`src/rtl/matrix_mac_sequencer.sv`:
```
// Purpose: sequences one dense-layer matrix-vector product (weight ROM x input RAM -> output RAM).
// Latency: start sampled in cycle 0, row r written in cycle (r+1)*(COLS+1), done in ROWS*(COLS+1)+1.
// Backpressure: none; memories must answer combinationally, start is ignored while busy, abort cancels.
module matrix_mac_sequencer #(
  parameter int ROWS      = 5,
  parameter int COLS      = 784,
  parameter int BASE_ADDR = 0,
  parameter int FRAC_BITS = 0
) (
  input  logic        clk,
  input  logic        resetn,
  input  logic        start,
  input  logic        relu_en,
  input  logic        abort,
  output logic        busy,
  output logic        done,
  output logic [15:0] w_addr,
  input  logic [31:0] w_data,
  output logic [15:0] x_addr,
  input  logic [31:0] x_data,
  output logic        y_wr_en,
  output logic [15:0] y_addr,
  output logic [31:0] y_data
);

  localparam logic [1:0] S_IDLE  = 2'd0;
  localparam logic [1:0] S_MAC   = 2'd1;
  localparam logic [1:0] S_WRITE = 2'd2;
  localparam logic [1:0] S_DONE  = 2'd3;

  localparam logic [15:0] LAST_COL = 16'(COLS - 1);
  localparam logic [15:0] LAST_ROW = 16'(ROWS - 1);
  localparam logic [15:0] COLS16   = 16'(COLS);
  localparam logic [15:0] BASE16   = 16'(BASE_ADDR);

  localparam logic signed [63:0] SAT_HI = 64'sh0000_0000_7FFF_FFFF;
  localparam logic signed [63:0] SAT_LO = 64'shFFFF_FFFF_8000_0000;

  logic [1:0]         state;
  logic [15:0]        row;
  logic [15:0]        col;
  logic [15:0]        row_base;
  logic               relu_q;
  logic signed [63:0] acc;
  logic [63:0]        prod;
  logic signed [63:0] shifted;
  logic [31:0]        result;

  // Low 64 bits of the product of the sign-extended operands equal the signed product.
  assign prod    = {{32{w_data[31]}}, w_data} * {{32{x_data[31]}}, x_data};
  assign shifted = acc >>> FRAC_BITS;

  // Scale, saturate to int32, then optional ReLU using the relu setting captured at start.
  always_comb begin
    result = shifted[31:0];
    if (shifted > SAT_HI) begin
      result = 32'h7FFF_FFFF;
    end else if (shifted < SAT_LO) begin
      result = 32'h8000_0000;
    end
    if (relu_q && result[31]) begin
      result = '0;
    end
  end

  assign busy    = (state != S_IDLE);
  assign done    = (state == S_DONE);
  assign y_wr_en = (state == S_WRITE);
  assign y_addr  = row;
  assign y_data  = y_wr_en ? result : '0;
  assign x_addr  = col;

  // Control FSM, counters, running row base and accumulator; abort outranks every transition.
  always_ff @(posedge clk or negedge resetn) begin
    if (!resetn) begin
      state    <= S_IDLE;
      row      <= '0;
      col      <= '0;
      row_base <= '0;
      w_addr   <= '0;
      acc      <= '0;
      relu_q   <= 1'b0;
    end else if (abort && (state != S_IDLE)) begin
      state    <= S_IDLE;
      row      <= '0;
      col      <= '0;
      row_base <= '0;
      w_addr   <= '0;
      acc      <= '0;
    end else begin
      case (state)
        S_IDLE: begin
          if (start) begin
            row      <= '0;
            col      <= '0;
            acc      <= '0;
            relu_q   <= relu_en;
            row_base <= BASE16;
            w_addr   <= BASE16;
            state    <= S_MAC;
          end
        end
        S_MAC: begin
          acc <= acc + $signed(prod);
          if (col == LAST_COL) begin
            state <= S_WRITE;
          end else begin
            col    <= col + 16'd1;
            w_addr <= w_addr + 16'd1;
          end
        end
        S_WRITE: begin
          if (row == LAST_ROW) begin
            state <= S_DONE;
          end else begin
            row      <= row + 16'd1;
            col      <= '0;
            acc      <= '0;
            row_base <= row_base + COLS16;
            w_addr   <= row_base + COLS16;
            state    <= S_MAC;
          end
        end
        default: begin
          state <= S_IDLE;
        end
      endcase
    end
  end

endmodule

```
`config.mk`:
```
export PLATFORM = sky130hd
export DESIGN_NAME = matrix_mac_sequencer
export DESIGN_NICKNAME = d
export VERILOG_FILES = /design/src/rtl/matrix_mac_sequencer.sv
export SDC_FILE = /design/constraint.sdc
export NUM_CORES = 2
export LEC_CHECK = 0
export ABC_AREA = 1
export BUFFER_PORTS_ARGS = -buffer_cell sky130_fd_sc_hd__buf_2
export CAP_MARGIN = 40
export CORE_ASPECT_RATIO = 0.8
export CORE_MARGIN = 4
export CORE_UTILIZATION = 35
export CTS_CLUSTER_DIAMETER = 30
export DETAILED_ROUTE_END_ITERATION = 8
export PLACE_DENSITY_LB_ADDON = 0.3
export SLEW_MARGIN = 20
export SYNTH_ARGS = -nofsm -noshare
export SYNTH_HDL_FRONTEND = slang
export SYNTH_SLANG_ARGS = --single-unit
```
`constraint.sdc`:
```
create_clock -name clk -period 7.98 [get_ports clk]
set_input_delay 1.596 -clock clk [delete_from_list [all_inputs] [get_ports clk]]
set_output_delay 1.596 -clock clk [all_outputs]
set_load 0.02 [all_outputs]
```
==> impl_metrics.py <==
metrics = {
    "sta": {
        "finalMaxSlewViolations": 0,
        "finalWorstSetupSlack_ns": 0.114,
        "worst_clock_skew_ns": 0.0251,
        "period_minus_slack_ns": 7.87,
        "setup_violations": 0,
        "worst_pin_slew_ns": 0.832,
        "fin_tns_setup_ns": 0,
        "hold_viol_final": 0,
        "grt_setup_unrepaired": "true",
        "relSlewSlack_pct": 44.0,
        "timing.fmax_mhz": 127,
        "finalCritPeriodShare_pct": 98.6,
    },
    "synthesis": {
        "synth.most_common_cell": "inv_1",
        "synth_area_mm2": 0.0487,
        "netlist_instances": 6154,
        "yosys.area.top_type": "fa_1",
        "synth_area_per_cell_um2": 7.91,
        "synthArstFlopShare_pct": 100,
        "yosys-top-cells-area": "fa_1 50%, inv_1 15%, nand2_1 12%, dfrtp_1 6.5%, ha_1 5.8%",
        "ys_seq_area_share_pct": 6.53,
        "ys_seq_elements": 127,
        "synth_top_cell_area_share_pct": 49.8,
        "ys_types": 43,
        "syn-num-nets": 7660,
        "yosysWarnings": 0,
        "synth_commonest_cells": "1935 x inv_1, 1608 x nand2_1, 1210 x fa_1",
        "synth_edf_count": 0,
        "ys.flop_type": "dfrtp_1",
    },
    "clocking": {
        "cts_buffers": 17,
        "clkLatencyLatePin_ns": 0.47,
        "path_clk_slew_ns": 0.07,
        "cts-root-buf": "clkbuf_16",
        "cts_tree": "yes",
        "clock_path_buffers": 2,
        "h-tree-depth": 4,
        "cts.sink_count": 127,
    },
    "setup_path": {
        "worstSetupPathType": "in2reg",
        "r2r-start": "acc[25]$_DFFE_PN0P_",
        "rr_endpoint": "acc[55]$_DFFE_PN0P_",
        "cp-end-kind": "flop",
        "critPathLaunchType": "input port",
        "cp.arrival_ns": 8.21,
        "setup.worst_path.start": "w_data[14]",
        "rrSetupSlack_ns": 1.13,
        "cpPeakStageDelay_ns": 0.60,
        "cpMaxStageDelayCell": "fa_2",
        "critical_path.top_delay_family": "adder cells",
        "path_depth": 31,
        "worstPathMaxFanout": 12,
        "reg2reg_depth": 29,
        "critPathBufInv": 13,
        "crit_path_frequent_cell": "fa_1",
        "worst-endpoint-required_ns": 8.32,
        "crit_end": "acc[55]$_DFFE_PN0P_",
    },
    "place": {
        "dp_slack_ns": -0.945,
        "gp_congestion": 0.922,
        "post-dp-hpwl_um": 133000,
        "io_buffers": 151,
    },
    "drt": {
        "wire_per_inst_um": 17.7,
        "viasPerCell": 4.65,
        "dr.pass1.iters": 5,
        "drtAntennaViolNets": 0,
        "route.vias.total": 39793,
        "post-route-drc-count": 0,
        "drt_iter0_drc": 3081,
        "totalWireLength_um": 152000,
    },
    "floorplanning": {
        "fp.dieArea_mm2": 0.145,
        "fp-row-count": 122,
        "ioPinCount": 152,
        "start_util_pct": 35.2,
        "core_area_mm2": 0.138,
        "fp.dieW_um": 425,
        "die_h_um": 342,
    },
    "finish": {
        "syn_to_final_growth_pct": 20.7,
        "fill_cells": 13985,
        "nets": 8183,
        "layout-drive-gt1-share_pct": 16.7,
    },
    "global_routing": {
        "grt_pass1_vias": 41848,
        "grt_pass1_wl_um": 239000,
        "overflow": 0,
        "grt_usage_pct": 21.1,
        "grt_max_degree": 65,
        "grt_antenna_before_repair": 3,
    },
    "status": {
        "outcome": "completed",
    },
    "flow_run": {
        "maxCapViolCount": 0,
    },
    "worst_hold_path": {
        "hp-class": "reg2reg",
    },
}
flip-flops by register name (all words and copies together), names as in the netlist:
name / count
acc: 64
w_addr: 16
x_addr: 16
y_addr: 16
row_base: 12
state: 2
relu_q: 1
per-stage QoR:
step | util, % | cell area (um2) | cells | hold slack [ns]
6_report | 42.5 | 58800 | 8551 | 0.484
5_1_grt | 42.5 | 58800 | 8550 | 0.515
4_1_cts | 41.3 | 57100 | 8514 | 0.484
3_5_place_dp | 40.7 | 56200 | 8477 | 0.468
3_3_place_gp | 40.6 | 56200 | 8474 | 0.464
2_1_floorplan | - | 49200 | 6154 | 0.449
cell usage in the layout (no fill, tap or decap), drive strengths merged, types with 3 or more instances in the layout:
master    instances
clkbuf           35
ha              227
nor2            214
a21oi           145
xor2             13
a22oi             6
dfrtp           127
clkinvlp          4
o21bai           14
o31ai             3
buf             710
o22ai            24
nand4            40
nor4             16
o21ai           128
nand3           125
nand2          1611
nor3             30
or2              13
a31oi             3
o21a              6
fa             1210
nand3b           13
clkinv            4
xnor2             8
inv            1946
layout make-up:
type	count	area, um2	area share [%]
diodes	1	2.50	0.00426
clock buffers	17	425	0.724
clock inverters	15	168	0.285
inverters	1940	7300	12.4
multi-input cells	3863	38900	66.2
flip-flops and latches	127	3180	5.41
well taps	1860	2330	3.96
repair buffers	728	6440	11.0
worst reg2reg max path, delay by kind of cell, from the launching register on:
| kind | cells | cell delay (ns) |
|---|---|---|
| buffers and inverters | 11 | 0.99 |
| and+or+nand+nor | 7 | 0.68 |
| adders and majority gates | 9 | 4.39 |
| AOI/OAI and AO/OA | 2 | 0.23 |
| DFF | 1 | 0.43 |
cells by family (layout without fill, tap and decap cells):
kind of cell             Yosys count  count (layout)  share of synthesized area (%)
flip-flops                       127             127                           6.53
adder cells (fa/ha/maj)         1437            1437                           55.6
AO/OA/AOI/OAI                    339             339                           3.79
AND/OR/NAND/NOR                 2066            2066                           17.0
other                              0               1                              0
buffers and inverters           2164            2700                           16.8
XOR/XNOR                          21              21                          0.378
worst min-delay path by stage:
stage,startpoint,end,slack (ns),depth (start not counted)
after detailed placement,acc[61]$_DFFE_PN0P_,acc[61]$_DFFE_PN0P_,0.47,2
after global placement,acc[51]$_DFFE_PN0P_,acc[51]$_DFFE_PN0P_,0.46,2
after global routing,acc[55]$_DFFE_PN0P_,acc[55]$_DFFE_PN0P_,0.51,2
after floorplan,acc[39]$_DFFE_PN0P_,acc[39]$_DFFE_PN0P_,0.45,2
final,acc[59]$_DFFE_PN0P_,acc[59]$_DFFE_PN0P_,0.48,2
after CTS,acc[61]$_DFFE_PN0P_,acc[61]$_DFFE_PN0P_,0.48,2
timing repair:
item / 4_1_cts / 5_1_grt
setup buffers: 5 / 28
hold endpoints to repair: 0 / 0
cloned: 0 / 8
hold buffers: 0 / 0
setup endpoints to repair: 29 / 46
gates resized for setup: 55 / 373
pin swaps: 8 / 119
routing by layer:
layer / wire length [um] / GRT usage [%] / up-vias
met5: 0 / 0 / -
met4: 2250 / 2.83 / 0
met3: 10900 / 3.87 / 125
met2: 69400 / 33.5 / 1171
met1: 69100 / 30.9 / 20165
li1: - / - / 18332
Power is left out: the tool's default activity adds up to more than one toggle a clock period on the data nets, which glitch-free logic cannot reach.
